File: src/rtl/rdmap_corner_turn_reader.sv
// Corner-turn reader for the velocity FFT.
// Range-FFT results sit chirp-major in BRAM (addr = chirp*sample_num + bin).
// This block reads them back bin-major and emits one chirp_num-long packet
// per range bin on a valid/sop/eop stream. There is no backpressure.
module rdmap_corner_turn_reader #(
    parameter int ADDR_W  = 17,
    parameter int RD_LAT  = 2,
    parameter int GAP_CYC = 4
) (
    input  logic              clk,
    input  logic              rst,
    input  logic              start,
    input  logic [15:0]       sample_num,
    input  logic [15:0]       chirp_num,
    output logic              rd_en,
    output logic [ADDR_W-1:0] rd_addr,
    input  logic [31:0]       rd_data,
    output logic [31:0]       data_out,
    output logic              data_valid,
    output logic              data_sop,
    output logic              data_eop,
    output logic              busy,
    output logic              done,
    output logic              cfg_err
);

    typedef enum logic [1:0] {IDLE, RUN, GAP, FLUSH} state_t;

    // Per-read tags travel alongside the BRAM latency.
    typedef struct packed {
        logic valid;
        logic sop;
        logic eop;
    } tag_t;

    // GAP_CYC == 0 never enters GAP, so the terminal count is irrelevant then.
    localparam logic [7:0] GAP_LAST   = (GAP_CYC > 0) ? 8'(GAP_CYC - 1) : 8'd0;
    // FLUSH lasts RD_LAT+1 cycles: counts 0..RD_LAT.
    localparam logic [3:0] FLUSH_LAST = 4'(RD_LAT);

    state_t              state_q, state_d;
    logic [15:0]         sample_num_q, sample_num_d;
    logic [15:0]         chirp_num_q, chirp_num_d;
    logic [15:0]         bin_q, bin_d;
    logic [15:0]         chirp_q, chirp_d;
    logic [ADDR_W-1:0]   addr_q, addr_d;
    logic [ADDR_W-1:0]   hold_addr_q, hold_addr_d;
    logic [7:0]          gap_cnt_q, gap_cnt_d;
    logic [3:0]          flush_cnt_q, flush_cnt_d;
    logic                done_q, done_d;
    logic                cfg_err_q, cfg_err_d;
    logic                last_chirp;
    logic                last_bin;
    tag_t                issue_tag;

    tag_t                tag_sr_q [RD_LAT];
    logic [31:0]         data_out_q;
    logic                data_valid_q;
    logic                data_sop_q;
    logic                data_eop_q;

    assign last_chirp = (chirp_q == chirp_num_q - 16'd1);
    assign last_bin   = (bin_q == sample_num_q - 16'd1);

    // Next-state, address walk and issue-side tag generation.
    always_comb begin
        // NOTE: every signal gets a default first so no path infers a latch.
        state_d      = state_q;
        sample_num_d = sample_num_q;
        chirp_num_d  = chirp_num_q;
        bin_d        = bin_q;
        chirp_d      = chirp_q;
        addr_d       = addr_q;
        hold_addr_d  = hold_addr_q;
        gap_cnt_d    = gap_cnt_q;
        flush_cnt_d  = flush_cnt_q;
        done_d       = 1'b0;
        cfg_err_d    = 1'b0;
        issue_tag    = '0;

        case (state_q)
            IDLE: begin
                if (start) begin
                    if (sample_num != 16'd0 && chirp_num != 16'd0) begin
                        sample_num_d = sample_num;
                        chirp_num_d  = chirp_num;
                        bin_d        = 16'd0;
                        chirp_d      = 16'd0;
                        addr_d       = '0;
                        state_d      = RUN;
                    end else begin
                        cfg_err_d = 1'b1;
                    end
                end
            end

            RUN: begin
                issue_tag.valid = 1'b1;
                issue_tag.sop   = (chirp_q == 16'd0);
                issue_tag.eop   = last_chirp;
                // Remember the issued address so rd_addr holds during GAP/FLUSH/IDLE.
                hold_addr_d     = addr_q;
                if (!last_chirp) begin
                    chirp_d = chirp_q + 16'd1;
                    // Stride by one chirp row; wide sum, wrapped to the BRAM width.
                    addr_d  = ADDR_W'({16'd0, addr_q} + {{ADDR_W{1'b0}}, sample_num_q});
                end else if (!last_bin) begin
                    bin_d   = bin_q + 16'd1;
                    chirp_d = 16'd0;
                    addr_d  = ADDR_W'({{ADDR_W{1'b0}}, bin_q + 16'd1});
                    if (GAP_CYC > 0) begin
                        gap_cnt_d = 8'd0;
                        state_d   = GAP;
                    end
                end else begin
                    flush_cnt_d = 4'd0;
                    state_d     = FLUSH;
                end
            end

            GAP: begin
                if (gap_cnt_q == GAP_LAST) begin
                    state_d = RUN;
                end else begin
                    gap_cnt_d = gap_cnt_q + 8'd1;
                end
            end

            FLUSH: begin
                // Wait for the last read to leave the output register.
                if (flush_cnt_q == FLUSH_LAST) begin
                    done_d  = 1'b1;
                    state_d = IDLE;
                end else begin
                    flush_cnt_d = flush_cnt_q + 4'd1;
                end
            end

            default: state_d = IDLE;
        endcase
    end

    // Control state register; reset aborts a frame immediately.
    always_ff @(posedge clk or posedge rst) begin
        if (rst) begin
            state_q      <= IDLE;
            sample_num_q <= '0;
            chirp_num_q  <= '0;
            bin_q        <= '0;
            chirp_q      <= '0;
            addr_q       <= '0;
            hold_addr_q  <= '0;
            gap_cnt_q    <= '0;
            flush_cnt_q  <= '0;
            done_q       <= 1'b0;
            cfg_err_q    <= 1'b0;
        end else begin
            // NOTE: non-blocking so every register samples pre-edge values.
            state_q      <= state_d;
            sample_num_q <= sample_num_d;
            chirp_num_q  <= chirp_num_d;
            bin_q        <= bin_d;
            chirp_q      <= chirp_d;
            addr_q       <= addr_d;
            hold_addr_q  <= hold_addr_d;
            gap_cnt_q    <= gap_cnt_d;
            flush_cnt_q  <= flush_cnt_d;
            done_q       <= done_d;
            cfg_err_q    <= cfg_err_d;
        end
    end

    // Tag delay line matching BRAM latency, then the registered output stage.
    always_ff @(posedge clk or posedge rst) begin
        if (rst) begin
            // NOTE: the tag line is reset (unlike a data memory) so an abort
            // cannot leak stale valid/eop beats after reset is released.
            for (int i = 0; i < RD_LAT; i++) begin
                tag_sr_q[i] <= '0;
            end
            data_out_q   <= '0;
            data_valid_q <= 1'b0;
            data_sop_q   <= 1'b0;
            data_eop_q   <= 1'b0;
        end else begin
            tag_sr_q[0] <= issue_tag;
            for (int i = 1; i < RD_LAT; i++) begin
                tag_sr_q[i] <= tag_sr_q[i-1];
            end
            data_valid_q <= tag_sr_q[RD_LAT-1].valid;
            data_sop_q   <= tag_sr_q[RD_LAT-1].sop;
            data_eop_q   <= tag_sr_q[RD_LAT-1].eop;
            data_out_q   <= tag_sr_q[RD_LAT-1].valid ? rd_data : 32'd0;
        end
    end

    assign rd_en      = (state_q == RUN);
    assign rd_addr    = rd_en ? addr_q : hold_addr_q;
    assign busy       = (state_q != IDLE);
    assign done       = done_q;
    assign cfg_err    = cfg_err_q;
    assign data_out   = data_out_q;
    assign data_valid = data_valid_q;
    assign data_sop   = data_sop_q;
    assign data_eop   = data_eop_q;

endmodule

File: config.mk
export PLATFORM = sky130hd
export DESIGN_NAME = rdmap_corner_turn_reader
export DESIGN_NICKNAME = d
export VERILOG_FILES = /design/src/rtl/rdmap_corner_turn_reader.sv
export SDC_FILE = /design/constraint.sdc
export NUM_CORES = 1
export LEC_CHECK = 0
export ABC_AREA = 1
export BUFFER_PORTS_ARGS = -buffer_cell sky130_fd_sc_hd__buf_2
export CELL_PAD_IN_SITES_DETAIL_PLACEMENT = 0
export CELL_PAD_IN_SITES_GLOBAL_PLACEMENT = 2
export CORE_MARGIN = 4
export CORE_UTILIZATION = 33
export CTS_CLUSTER_DIAMETER = 120
export CTS_CLUSTER_SIZE = 16
export DETAILED_ROUTE_END_ITERATION = 12
export PLACE_DENSITY = 0.77
export SLEW_MARGIN = 20
export SYNTH_ARGS = -nofsm -noshare
export SYNTH_HDL_FRONTEND = slang
export SYNTH_SLANG_ARGS = --single-unit
File: constraint.sdc
create_clock -name clk -period 6.3 [get_ports clk]
set_clock_uncertainty 0.1 [all_clocks]
set_input_delay 0.63 -clock clk [delete_from_list [all_inputs] [get_ports clk]]
set_output_delay 0.63 -clock clk [all_outputs]
set_load 0.005 [all_outputs]
### Word-level counts from Yosys, hierarchy flattened

Index checks and enable logic that the tools add are counted.

* bits of input ports: 67
* output and inout bits: 56
* register bits: 155
* word-level logic and storage cells: 96

* equal/unequal tests: 17
* $add $sub $neg: 7
* reductions and logical operators: 15
* mux-type cells: 36

Operators with widths (count)
* 16-bit two-way mux: 6
* 17-bit two-way mux: 5
* 16-bit case mux with 2 select lines: 2
* 17-bit case mux with 2 select lines: 1
* 16-bit by 1-bit adder with 16-bit output, second input constant: 2
* 16-bit == test: 2
* 32-bit two-way mux: 1
* 16-bit nonzero test: 2
* 16-bit by 1-bit subtractor with 16-bit output, second input constant: 2
* 8-bit two-way mux: 3
* 17-bit by 16-bit adder with 17-bit output: 1
* 16-bit zero test: 1
* 8-bit case mux with 2 select lines: 1
* 2-bit != test, second input constant: 7
* 4-bit two-way mux: 3
* 4-bit AND reduction: 3
* 2-bit two-way mux: 5
* 5-bit AND reduction: 2
* 8-bit by 1-bit adder with 8-bit output, second input constant: 1
* 8-bit by 2-bit == test with 1-bit output, second input constant: 1
* 2-bit case mux with 4 select lines: 1
* 4-bit case mux with 2 select lines: 1
* 2-bit nonzero test: 4
* 1-bit two-way mux: 6
* other kinds (10): 12

### Longest topological paths before layout

* depth in word-level cells: 5
* gate-level depth with buffers: 18
* gate-level depth less buffers: 17

### Worst setup path before layout

No wires, ideal clock.

* kind: register -> output
* start point: reg state_q[1]
* end point: out rd_addr[16]
* cell stages (with the launch flop): 6
* arrival: 1662 ps
* required time: 5570 ps
* slack: 3908 ps
* buffers on the path: 2
* cells stage by stage: dfrtp_1 nor2_1 buf_2 clkinv_1 clkbuf_1 o21ai_0

* word-level cells in the longest chain between the ends: 2

RTL lines
* start, declared: line 41 `state_t state_q, state_d;`
* start signal, assigned: line 159 `state_q <= state_d;`
* 2-bit by 1-bit == test with 1-bit output: line 197 `assign rd_en = (state_q == RUN);`
* 17-bit two-way mux
* end, declared: line 16 `output logic [ADDR_W-1:0] rd_addr,`

No other way between the ends.

### Worst setup path after layout

* start point: reg chirp_num_q[0]
* end point: reg bin_q[9]

* word-level cells in the longest chain between the ends: 4

RTL lines
* start, declared: line 43 `logic [15:0] chirp_num_q, chirp_num_d;`
* start signal, assigned: line 161 `chirp_num_q <= chirp_num_d;`
* 16-bit by 1-bit subtractor with 16-bit output: line 62 `assign last_chirp = (chirp_q == chirp_num_q - 16'd1);`
* 16-bit == test: line 62
* 2-bit by 1-bit != test with 1-bit output (no line)
* 5-bit AND reduction (no line)
* end signal, assigned: line 162 `bin_q <= bin_d;`
* end, declared: line 44 `logic [15:0] bin_q, bin_d;`

No other way between the ends.
A chain may end at the register's enable or synchronous reset.

==> results.toml <==
[sta]
worstMarginPinSlew_ns = 1.02
finalWorstPathRequiredPeriod_ns = 3.19
fin_setup_tns_ns = 0
maxClockFrequency_mhz = 314
worst_rel_slew_slack_pct = 31.8
timing.final.max_slew_violations = 0
hold-worst-slack_ns = 0.240
grt_setup_unrepaired = "false"
final-setup-viol-count = 0
fin_crit_sh_pct = 50.6
finalHoldViolations = 0

[logic_synthesis]
synth_largest_area_cell = "dfrtp_1"
synth_top_cells_by_count = "438 x nand2_1, 155 x dfrtp_1, 137 x inv_1"
synth.mux.area_fraction_pct = 0.490
synth-async-reset-ratio_pct = 100
synth_compound_gate_area_share_pct = 5.28
syn-num-nets = 1342
post_synth_instance_area_sq_um = 9190
synth_top_area_share_pct = 42.2
postSynthRegisterBits = 155
synth_xor_xnor_area_share_pct = 5.80
post_synthesis_cell_type_count = 41
synth_simple_gate_area_share_pct = 35.1
postSynthAreaPerCell_sq_um = 7.35
largest_family_of_logic_cells_by_synthesized_area = "simple AND/OR/NAND/NOR gates"
synthAdderAreaFrac_pct = 3.48
yosys.cell_count.top_type = "nand2_1"
number_of_enable_flip_flop_cells_after_synthesis = 0
synth_ff_type = "dfrtp_1"
seq_area_frac_synth_pct = 42.2
synth.area.top_cells = "dfrtp_1 42%, nand2_1 18%, inv_1 5.6%"
synth_cells = 1250
yosysWarningCount = 0

[placement]
detailedPlacementHpwl_mm = 20.8
buffer_ports.inserted = 122
placed_cells = 1710
gpl_wtd_cong = 0.839

[worst_setup_path]
regToRegStartpoint = "chirp_num_q[0]"
start_kind = "flop"
worst-endpoint-required_ns = 6.52
worstPathCellList = "inv_2 -> ha_1 -> nand2_4 -> nor2_4 -> xor2_2 -> nand3_2 -> nor3_4 -> nand2_4 -> nand2_4 -> nand3_4 -> nand2_1 -> nand2_1"
crit_top_cell = "nand2_4"
timing.critical_path.to = "bin_q[9]"
path_delay_family = "simple AND/OR/NAND/NOR gates"
critPathArrivalTime_ns = 3.41
worst_setup_path_startpoint = "chirp_num_q[0]"
worstPathMaxFanout = 33
reg2reg_to = "bin_q[9]"
cpPeakStageDelay_ns = 0.47
cp.buffers_inverters = 1
timing.setup.critical_path_class = "flop to flop"
reg2reg_slack_ns = 3.11
critical_path_depth = 12
critPathSlowestCell = "nor3_4"
reg2reg_depth = 12
setup.worst_path.end_class = "flop"

[power_and_ir_drop]
power.density_nw_per_um2 = 432
power.ir.vdd_worst_uv = 191
power.leakage_nw = 5.86

[global_routing]
grt_max_degree = 99
grt_pass1_vias = 7960
first_pass_grt_wire_length_mm = 44.8
globalRouteOverflowTotal = 0
grt_resource_usage_total_pct = 18.3
antenna_found_initial = 0

[clocking]
clock_sink_count = 155
postCtsHoldBufs = 0
clock_insertion_delay_worst_skew_ns = 0.43
cts_made_buffers = 17
cts_tree = "yes"
clk_pin_slew_worst_paths_ns = 0.07
setup_buffers_after_cts = 0
root_buffer = "clkbuf_16"
htree_num_levels = 4
cts-root-to-sink-buffers = 2
post_cts_repair_resize_count = 0

[drt]
drt_pass1_iterations = 5
wl_mm = 27.7
drc = 0
dr.first_iter.drc_count = 639
num_vias = 8141
routedWlPerCell_um = 15.9
antenna_violating_nets_post_route = 0
detail_route.vias_per_cell = 4.67

[finish]
layout-drive-gt1-share_pct = 13.9
finish.cell_count_without_fillers = 1742
area_delta_synth_final_pct = 16.4
sequential_cell_area_sq_um = 3880
finalNetCount = 1449
multiInputGateArea_sq_um = 4630
filler_cell_count = 2909
final_util_pct = 39.4
antenna_cells = 0

[floorplanning]
die-area_sq_um = 30600
start_util_pct = 33.8
overall_die_height_um = 175
floorplan.die.width_um = 175
rows = 60
core_region_area_sq_um = 27200
pin_count = 123

[flow_run]
max-cap-violations = 0

[run_status]
status = "completed"

[hold_path]
holdCritPathClass = "flop to flop"
layout make-up:
type,instances,share of cell area [%]
Clock buffer,19,4.04
Inverter,139,4.92
Multi-Input combinational cell,918,43.2
Clock inverter,13,1.23
Sequential cell,155,36.2
Timing Repair Buffer,126,5.99
Tap cell,372,4.35
per-stage QoR:
step	setup slack (ns)	cell area, sq um	power, mW
after floorplan	1.39	9190	2.99
after global placement	3.03	10100	3.66
after detailed placement	3.07	10100	3.65
after CTS	3.05	10700	4.68
after global routing	2.77	10700	5.05
final	3.11	10700	4.63
where the power goes:
group | switching (mW) | internal, mW
Sequential | 0.346 | 1.28
Clock | 0.462 | 0.555
Combinational | 1.27 | 0.721
Total | 2.08 | 2.55
state kept, by name, summed over array words and instances (netlist names):
register,flops
addr_q,17
tag_sr_q,6
data_out,32
chirp_q,16
data_valid,1
cfg_err,1
bin_q,16
gap_cnt_q,8
done,1
sample_num_q,16
state_q,2
hold_addr_q,17
data_sop,1
data_eop,1
flush_cnt_q,4
chirp_num_q,16
kinds of logic (layout without fill, tap and decap cells):
| logic type | count (synthesis) | in the layout |
|---|---|---|
| AND/OR/NAND/NOR | 740 | 740 |
| buffers and inverters | 177 | 297 |
| flip-flops | 155 | 155 |
| AO/OA/AOI/OAI | 89 | 89 |
| XOR/XNOR | 60 | 60 |
| adder cells (fa/ha/maj) | 25 | 25 |
| multiplexers | 4 | 4 |
how the worst min path moves through the flow:
| stage | from | to | slack (ns) | depth (start not counted) |
|---|---|---|---|---|
| 2_1_floorplan | tag_sr_q[0] | data_eop | 0.23 | 0 |
| 3_3_place_gp | tag_sr_q[5] | tag_sr_q[2] | 0.23 | 0 |
| 3_5_place_dp | tag_sr_q[3] | tag_sr_q[0] | 0.23 | 0 |
| 4_1_cts | tag_sr_q[1] | data_sop | 0.24 | 0 |
| 5_1_grt | tag_sr_q[1] | data_sop | 0.24 | 0 |
| 6_report | tag_sr_q[1] | data_sop | 0.24 | 0 |
routing by layer:
layer | GRT usage [%] | routed length [um] | vias up
li1 | - | - | 4174
met1 | 27.0 | 14000 | 3789
met2 | 28.4 | 12400 | 164
met3 | 3.14 | 1130 | 14
met4 | 3.80 | 189 | 0
met5 | 0 | 0 | -
cells in the final DEF (no fill, tap or decap), drive strengths merged, types with 2 or more instances in the layout:
cell type / count
dfrtp: 155
buf: 126
inv: 144
o211ai: 2
nor4: 9
nand3: 80
nand4: 43
clkbuf: 19
and2: 2
nand3b: 19
nor3: 12
a21oi: 35
a31o: 2
clkinv: 6
ha: 24
xnor2: 18
o21ai: 43
o21bai: 4
nor2: 130
mux2: 4
xor2: 42
nand2: 444
(Power assumes the default switching activity.)
